File: src/rtl/psum_pkg.sv
// Shared definitions for the psum output drain: default geometry, word type and drain FSM states.
package psum_pkg;

    localparam int COL     = 8;
    localparam int BW_PSUM = 19;
    localparam int NW      = 2 * COL;

    typedef logic signed [BW_PSUM-1:0] psum_word_t;

    typedef enum logic {
        EMPTY  = 1'b0,
        STREAM = 1'b1
    } drain_state_e;

endpackage

File: src/rtl/vec_fifo.sv
// Generic DEPTH x WIDTH synchronous FIFO with a combinational head and occupancy count.
module vec_fifo #(
    parameter int WIDTH = 304,
    parameter int DEPTH = 4
) (
    input  logic                       clk,
    input  logic                       reset,
    input  logic                       wr_en,
    input  logic [WIDTH-1:0]           wr_data,
    input  logic                       rd_en,
    output logic [WIDTH-1:0]           rd_data,
    output logic [$clog2(DEPTH):0]     count,
    output logic                       full
);

    localparam int AW = $clog2(DEPTH);
    localparam int CW = AW + 1;

    logic [WIDTH-1:0] mem [DEPTH];
    logic [AW-1:0]    wr_ptr;
    logic [AW-1:0]    rd_ptr;
    logic             do_wr;
    logic             do_rd;

    assign full    = (count == CW'(DEPTH));
    assign do_wr   = wr_en && !full;
    assign do_rd   = rd_en && (count != '0);
    assign rd_data = mem[rd_ptr];

    // Storage carries no reset; occupancy alone decides what is valid.
    always_ff @(posedge clk) begin
        if (do_wr) begin
            mem[wr_ptr] <= wr_data;
        end
    end

    always_ff @(posedge clk or negedge reset) begin
        if (!reset) begin
            wr_ptr <= '0;
            rd_ptr <= '0;
            count  <= '0;
        end else begin
            if (do_wr) begin
                wr_ptr <= wr_ptr + 1'b1;
            end
            if (do_rd) begin
                rd_ptr <= rd_ptr + 1'b1;
            end
            case ({do_wr, do_rd})
                2'b10:   count <= count + 1'b1;
                2'b01:   count <= count - 1'b1;
                default: count <= count;
            endcase
        end
    end

endmodule

File: src/rtl/psum_drain.sv
// Buffers whole psum vectors and serializes them one word per cycle with valid/ready and a last flag.
// Build option: define PSUM_DRAIN_RELU_EN to clamp negative output words to zero.
module psum_drain
    import psum_pkg::*;
#(
    parameter int col     = 8,
    parameter int bw_psum = 19,
    parameter int DEPTH   = 4
) (
    input  logic                        clk,
    input  logic                        reset,
    input  logic [2*col*bw_psum-1:0]    in_data,
    input  logic                        in_valid,
    output logic                        in_ready,
    output logic [bw_psum-1:0]          out_data,
    output logic                        out_valid,
    input  logic                        out_ready,
    output logic                        out_last,
    output logic [$clog2(2*col)-1:0]    out_idx,
    output logic [$clog2(DEPTH):0]      vec_count,
    output logic                        fsm_state
);

    localparam int NWORDS = 2 * col;
    localparam int IW     = $clog2(NWORDS);
    localparam int VW     = NWORDS * bw_psum;
    localparam int CW     = $clog2(DEPTH) + 1;

    // Both sides use valid/ready: a transfer happens on a rising edge where valid
    // and ready are both high; a held valid keeps its data stable until accepted.
    drain_state_e         state;
    drain_state_e         state_next;
    logic [IW-1:0]        idx;
    logic [VW-1:0]        head;
    logic [CW-1:0]        count;
    logic                 full;
    logic                 push;
    logic                 accept;
    logic                 last_word;
    logic                 pop;
    logic [bw_psum-1:0]   raw_word;

    vec_fifo #(
        .WIDTH (VW),
        .DEPTH (DEPTH)
    ) u_fifo (
        .clk     (clk),
        .reset   (reset),
        .wr_en   (push),
        .wr_data (in_data),
        .rd_en   (pop),
        .rd_data (head),
        .count   (count),
        .full    (full)
    );

    assign in_ready  = !full;
    assign push      = in_valid && in_ready;
    assign accept    = (state == STREAM) && out_ready;
    assign last_word = (idx == IW'(NWORDS - 1));
    assign pop       = accept && last_word;

    always_ff @(posedge clk or negedge reset) begin
        if (!reset) begin
            state <= EMPTY;
            idx   <= '0;
        end else begin
            state <= state_next;
            if (accept) begin
                idx <= last_word ? '0 : idx + 1'b1;
            end
        end
    end

    always_comb begin
        state_next = state;
        case (state)
            EMPTY:   if (push) state_next = STREAM;
            STREAM:  if (pop && !push && (count == CW'(1))) state_next = EMPTY;
            default: state_next = EMPTY;
        endcase
    end

    assign raw_word = head[idx*bw_psum +: bw_psum];

    always_comb begin
        out_data = '0;
        if (state == STREAM) begin
`ifdef PSUM_DRAIN_RELU_EN
            out_data = raw_word[bw_psum-1] ? '0 : raw_word;
`else
            out_data = raw_word;
`endif
        end
    end

    assign out_valid = (state == STREAM);
    assign out_last  = out_valid && last_word;
    assign out_idx   = idx;
    assign vec_count = count;
    assign fsm_state = state;

endmodule

File: config.mk
export PLATFORM = sky130hd
export DESIGN_NAME = psum_drain
export DESIGN_NICKNAME = d
export VERILOG_FILES = /design/src/rtl/psum_pkg.sv /design/src/rtl/vec_fifo.sv /design/src/rtl/psum_drain.sv
export SDC_FILE = /design/constraint.sdc
export NUM_CORES = 1
export LEC_CHECK = 0
export BUFFER_PORTS_ARGS = -buffer_cell sky130_fd_sc_hd__buf_2
export CORE_ASPECT_RATIO = 0.6
export CORE_UTILIZATION = 64
export CTS_CLUSTER_SIZE = 28
export DETAILED_ROUTE_END_ITERATION = 8
export PLACE_DENSITY = 0.95
export SLEW_MARGIN = 0
export SYNTH_ARGS = -nofsm -noshare
export SYNTH_HDL_FRONTEND = slang
export SYNTH_SLANG_ARGS = --single-unit
File: constraint.sdc
create_clock -name clk -period 23.7 [get_ports clk]
set_input_delay 1.185 -clock clk [delete_from_list [all_inputs] [get_ports clk]]
set_output_delay 1.185 -clock clk [all_outputs]
set_load 0.005 [all_outputs]
==> After elaboration in Yosys (flattened, before gate mapping) <==
Memories as Yosys holds them, arrays and structs flattened.
Index checks and enable logic that the tools add are counted.
Widths: inputs -> output; s select.
{ "op_classes": {"add_sub_neg": 5, "n_mul": 1, "n_eq_ne": 5, "shift": 1, "n_mux": 8, "bitwise_logic": 1, "reduce_logical": 12} }
{ "ops": {"columns": ["op", "count"], "rows": [
  ["$shiftx 304x10->19", 1],
  ["$mux 19", 1],
  ["$mul 4x5->9 const B", 1],
  ["$logic_and 1x1->1", 8],
  ["$pmux 3 s2", 1],
  ["$add 2x1->2 const B", 2],
  ["$add 4x1->4 const B", 1],
  ["$eq 4x4->1 const B", 1],
  ["$mux 1", 4],
  ["$mux 4", 1],
  ["$add 3x1->3 const B", 1],
  ["$eq 3x1->1 const B", 1],
  ["$eq 3x3->1 const B", 1],
  ["$reduce_bool 3->1", 1],
  ["$sub 3x1->3 const B", 1],
  ["$eq 2x1->1 const B", 1],
  ["$eq 2x2->1 const B", 1],
  ["$logic_not 1->1", 2],
  ["$pmux 1 s2", 1],
  ["$reduce_bool 2->1", 1],
  ["$not 1->1", 1]
]} }
{ "totals": {"regBits": 12, "ramBits": 1216, "in_bits": 308, "out_inout_bits": 30, "elab_cells": 39, "mem_count": 1} }
{ "mem_list": {"columns": ["name", "depth", "width", "read_ports", "rd_ports_with_merged_regs", "wr", "line_no", "source"], "rows": [
  ["u_fifo.mem", 4, 304, 1, 0, 1, "vec_fifo.sv:19", "logic [WIDTH-1:0] mem [DEPTH];"]
]} }

==> Longest topological paths before layout <==
{ "logic_depth": {"ltp_word": 8, "mapped_depth": 11} }

==> Hierarchy <==
From an unflattened synthesis, not the netlist that was laid out.
{ "unflattened": {"cells_unflattened": 1903, "area_unflattened_um2": 47046.4} }
{ "modules_own_cells": {"columns": ["module", "n_inst", "cells_per_inst", "area_per_inst_um2", "seq_area_each_um2"], "rows": [
  ["vec_fifo", 1, 1624, 44277.5, 36690.2],
  ["psum_drain", 1, 279, 2768.9, 125.1]
]} }

==> Least setup slack after synthesis <==
No wires, ideal clock.
{ "synth_path": {"kind": "input to register", "startpoint": "input port in_valid", "endpoint": "memory u_fifo.mem[3][0], enable pin", "arrival_time_ns": 8.148, "required_time_ns": 22.994, "slack_ns": 14.846, "path_stages": 1, "path_buffers": 0, "cell_sequence": "and3_1"} }
{ "synth_via": {"elab_chain_cells": 4} }
{ "synth_lines": {"columns": ["element", "line_no", "source"], "rows": [
  ["from (decl)", "psum_drain.sv:13", "input logic in_valid,"],
  ["$logic_and 1x1->1", "psum_drain.sv:58", "assign push = in_valid && in_ready;"],
  ["$logic_and 1x1->1", "vec_fifo.sv:26", "assign do_wr = wr_en && !full;"],
  ["$mux 1", "vec_fifo.sv:32", "if (do_wr) begin"],
  ["$mux 1 (implied by the code)", "vec_fifo.sv:33", "mem[wr_ptr] <= wr_data;"],
  ["to (decl)", "vec_fifo.sv:19", null]
]} }
Every way passes these cells.

==> Final worst setup path <==
{ "layout_path": {"startpoint": "register u_fifo.rd_ptr[1]", "endpoint": "output port out_data[0]"} }
{ "layout_via": {"elab_chain_cells": 3} }
{ "layout_lines": {"columns": ["element", "line_no", "source"], "rows": [
  ["from (decl)", "vec_fifo.sv:21", "logic [AW-1:0] rd_ptr;"],
  ["from (signal assigned)", "vec_fifo.sv:47", "rd_ptr <= rd_ptr + 1'b1;"],
  ["$mem_v2 4x304", null, null],
  ["$shiftx 304x10->19", "psum_drain.sv:84", "assign raw_word = head[idx*bw_psum +: bw_psum];"],
  ["$mux 19", "psum_drain.sv:88", "if (state == STREAM) begin"],
  ["to (decl)", "psum_drain.sv:15", "output logic [bw_psum-1:0] out_data,"]
]} }
Every way passes these cells.

==> summary.md <==
| Metric | Value |
|---|---|
| CTS Buffer Depth | `3` |
| Clock Latency Late Sink | `0.68 ns` |
| Status | `complete, no violations` |
| Cts repair resizes | `0` |
| Final Slew Violations | `0` |
| H-Tree Depth | `3` |
| First-pass GRT wire length | `170.7 mm` |
| P&R area growth vs syn | `13.11%` |
| Syn_area_per_cell | `22.40 sq um` |
| Initial antenna violation count | `59` |
| Initial DRC Count | `3920` |
| Worst Tran Pin Value | `1.319 ns` |
| CTS Buf Count | `103` |
| Final worst path period share | `0.2616` |
| Final setup fails | `0` |
| PnR worst setup slack | `17.50 ns` |
| Placer congestion estimate | `0.7980` |
| # Max-Cap Violations | `0` |
| Post-layout min period | `6.201 ns` |
| Maximum VDD drop | `0.00006525 V` |
| Post-synthesis sequential area ratio | `0.7840` |
| Type of origin of the critical path | `flop` |
| Share of cells above drive strength 1 | `0.3150` |
| Synthesized instance count | `2096` |
| Total Routing Usage GR | `0.3269` |
| Area occupied by multi-input gates | `9552 sq um` |
| Die area | `74490 sq um` |
| Most used DFF post-synth | `edfxtp_1` |
| Clock Root Buffer | `clkbuf_16` |
| DRT Pass-1 Iters | `6` |
| Post-Place Worst Slack | `18.37 ns` |
| DRT Wirelength | `121.0 mm` |
| Mapped Area | `46960 sq um` |
| Critical path's largest stage delay | `0.76 ns` |
| Buf/Inv on CP | `3` |
| # port buffers | `337` |
| TritonCTS clock tree | `yes` |
| CP Cell Sequence | `buf_4, buf_4, mux4_2, mux4_2, mux2i_1, o22ai_1, buf_2` |
| DP HPWL | `71.01 mm` |
| FFs w/ async S/R, synth | `0.009772` |
| Fmax | `161.3 MHz` |
| Worst-path maximum fanout | `52` |
| Post-route DRC | `0` |
| Fillcell total | `3739` |
| CP Class | `flop to output port` |
| Slew headroom | `0.1199` |
| Post-route ant nets | `0` |
| Final net count | `2780` |
| Distinct cell type count after synthesis | `44` |
| Worst EP required | `22.51 ns` |
| GR Overflow Total | `0` |
| Syn Nets | `2414` |
| Synth Warn # | `0` |
| Total negative slack | `0 ns` |
| Final Hold Fails | `0` |
| EDFF count, synth | `1216` |
| Placement-stage cell area | `49650 sq um` |
| Lkg Pwr | `0.01711 uW` |
| Ports | `338` |
| Via density | `6.902` |
| Clock Sinks | `1228` |
| Hold Buf Count CTS | `0` |
| Largest net degree at the start of global routing | `182` |
| Num rows | `76` |
| Finished Cell Area | `53110 sq um` |
| Placeable Area | `72170 sq um` |
| Register bit total from synthesis | `1228` |
| Number of global-route vias before repair | `24890` |
| Wire per inst | `33.88 um` |
| Die W | `351.7 um` |
| CTS clock-pin slew for the worst setup and hold paths | `0.06 ns` |
| Effective utilization at floorplan | `0.6506` |
| RSZ-0062 raised after global routing | `no` |
| DR vias | `24650` |
| Sequential Area | `36830 sq um` |
| Hold Crit Class | `primary input to asynchronous set/reset pin` |
| Slowest library cell on the worst path | `buf_4` |
| Cell family with most CP delay | `buffers and inverters` |
| P per Cell Area | `78.04 nW/um^2` |
| Worst Setup End Kind | `output port` |
| Number of setup buffers added after CTS | `0` |
| WP data arrival | `5.02 ns` |
| Worst Skew | `0.01551 ns` |
| Die Y | `211.8 um` |
area by class of cell:
class / count / area share
multi-input cells: 746 / 0.1798
clock buffers: 129 / 0.05197
flip-flops and latches: 1228 / 0.6934
inverters: 9 / 0.0006360
well taps: 975 / 0.02297
diodes: 53 / 0.002497
clock inverters: 57 / 0.01074
repair buffers: 374 / 0.03793
worst reg2reg max path: cells and delay by family (launching register included):
kind                     cells  cell delay, ns
buffers and inverters        4            2.87
flip-flops                   1            0.44
adder cells (fa/ha/maj)      1            0.24
AND/OR/NAND/NOR              2            0.92
power breakdown:
group          internal (uW)  total, uW  switching, uW  leakage, uW
Combinational           18.4       50.0           31.6      0.00443
Sequential              2380       2380              0       0.0111
Clock                    945       1710            767      0.00161
Total                   3350       4150            798       0.0171
per-stage QoR:
stage          std cells    util  power [uW]  hold WS, ns
2_1_floorplan       2096       -        2432       0.5145
3_3_place_gp        3332  0.6879        2471       0.5165
3_5_place_dp        3332  0.6879        2478       0.5391
4_1_cts             3518  0.7341        4152       0.3745
5_1_grt             3548  0.7351        4232       0.3851
6_report            3571  0.7359        4145       0.3956
cell usage in the layout, fill, tap and decap left out, types with 5 or more instances in the layout:
cell type / n
buf_2: 337
clkinvlp_4: 7
nor2_1: 32
mux2_2: 8
o21ai_0: 16
clkbuf_1: 22
nand2_1: 35
mux4_2: 260
diode_2: 53
o2111ai_1: 6
nand3_1: 28
o211ai_1: 6
ha_1: 10
bufinv_16: 11
o21ai_1: 5
a21oi_1: 32
o22ai_1: 21
clkinv_1: 20
a22oi_1: 54
clkinv_2: 15
inv_1: 8
edfxtp_1: 1216
a211oi_1: 9
xnor2_1: 7
mux2i_1: 160
clkbuf_16: 107
dfrtp_1: 8
a221oi_1: 10
a31oi_1: 8
buf_4: 33
metal layers:
layer	routed length, um	vias up	track usage
met1	40960	12680	0.4242
met3	15680	305	0.1134
li1	-	9665	-
met5	199	-	0
met4	4460	30	0.1169
met2	59680	1971	0.5200
cell usage after synthesis (2+ instances only):
| cell | n | area share |
|---|---|---|
| buf_2 | 51 | 0.0054 |
| o2111ai_1 | 6 | 0.0011 |
| clkbuf_1 | 28 | 0.0022 |
| a32o_1 | 2 | 0.00043 |
| nand2_1 | 35 | 0.0028 |
| xor2_1 | 2 | 0.00037 |
| and3_1 | 6 | 0.00080 |
| a22o_1 | 2 | 0.00037 |
| a31oi_1 | 8 | 0.0011 |
| o211ai_1 | 6 | 0.00096 |
| a211oi_1 | 9 | 0.0014 |
| mux2_2 | 8 | 0.0019 |
| a22oi_1 | 54 | 0.0086 |
| o32ai_1 | 4 | 0.00075 |
| a21oi_1 | 32 | 0.0034 |
| xnor2_1 | 7 | 0.0013 |
| buf_4 | 20 | 0.0032 |
| o21ai_0 | 16 | 0.0017 |
| dfrtp_1 | 12 | 0.0064 |
| inv_1 | 8 | 0.00064 |
| buf_1 | 10 | 0.00080 |
| buf_6 | 4 | 0.00096 |
| o21ai_1 | 5 | 0.00053 |
| ha_1 | 10 | 0.0027 |
| mux4_2 | 260 | 0.12 |
| nor2b_1 | 2 | 0.00027 |
| nand2b_1 | 3 | 0.00040 |
| edfxtp_1 | 1216 | 0.78 |
| a21o_1 | 4 | 0.00064 |
| o22ai_1 | 21 | 0.0028 |
| or2_2 | 2 | 0.00027 |
| and2_1 | 3 | 0.00040 |
| nand3_1 | 28 | 0.0030 |
| a221oi_1 | 10 | 0.0019 |
| o22a_1 | 2 | 0.00037 |
| nor2_1 | 33 | 0.0026 |
| mux2i_1 | 160 | 0.034 |
logic make-up after synthesis:
group / synth area share
adders and majority gates: 0.002665
DFF: 0.7840
AOI/OAI and AO/OA: 0.02649
xor gates and xnor gates: 0.001679
muxes: 0.1607
buffers and inverters: 0.01335
and+or+nand+nor: 0.01106
final timing paths:
kind	startpoint	to	slack, ns	depth (start not counted)
worst max-delay path	u_fifo.rd_ptr[1]	out_data[0]	17.50	7
worst min-delay path	reset	fsm_state	0.40	1
worst max register to register	u_fifo.count[0]	u_fifo.mem[0][13]	18.79	7
worst min register to register	u_fifo.count[1]	u_fifo.count[1]	0.55	2
max in group asynchronous	reset	u_fifo.rd_ptr[1]	23.02	1
min in group clk	u_fifo.count[1]	u_fifo.count[1]	0.55	2
registers in the layout (all words and copies together), names as in the netlist:
name,flops
u_fifo.mem,1216
out_idx,4
u_fifo.count,3
u_fifo.rd_ptr,2
u_fifo.wr_ptr,2
fsm_state,1
Note: power is estimated with default switching activity, not from simulation.
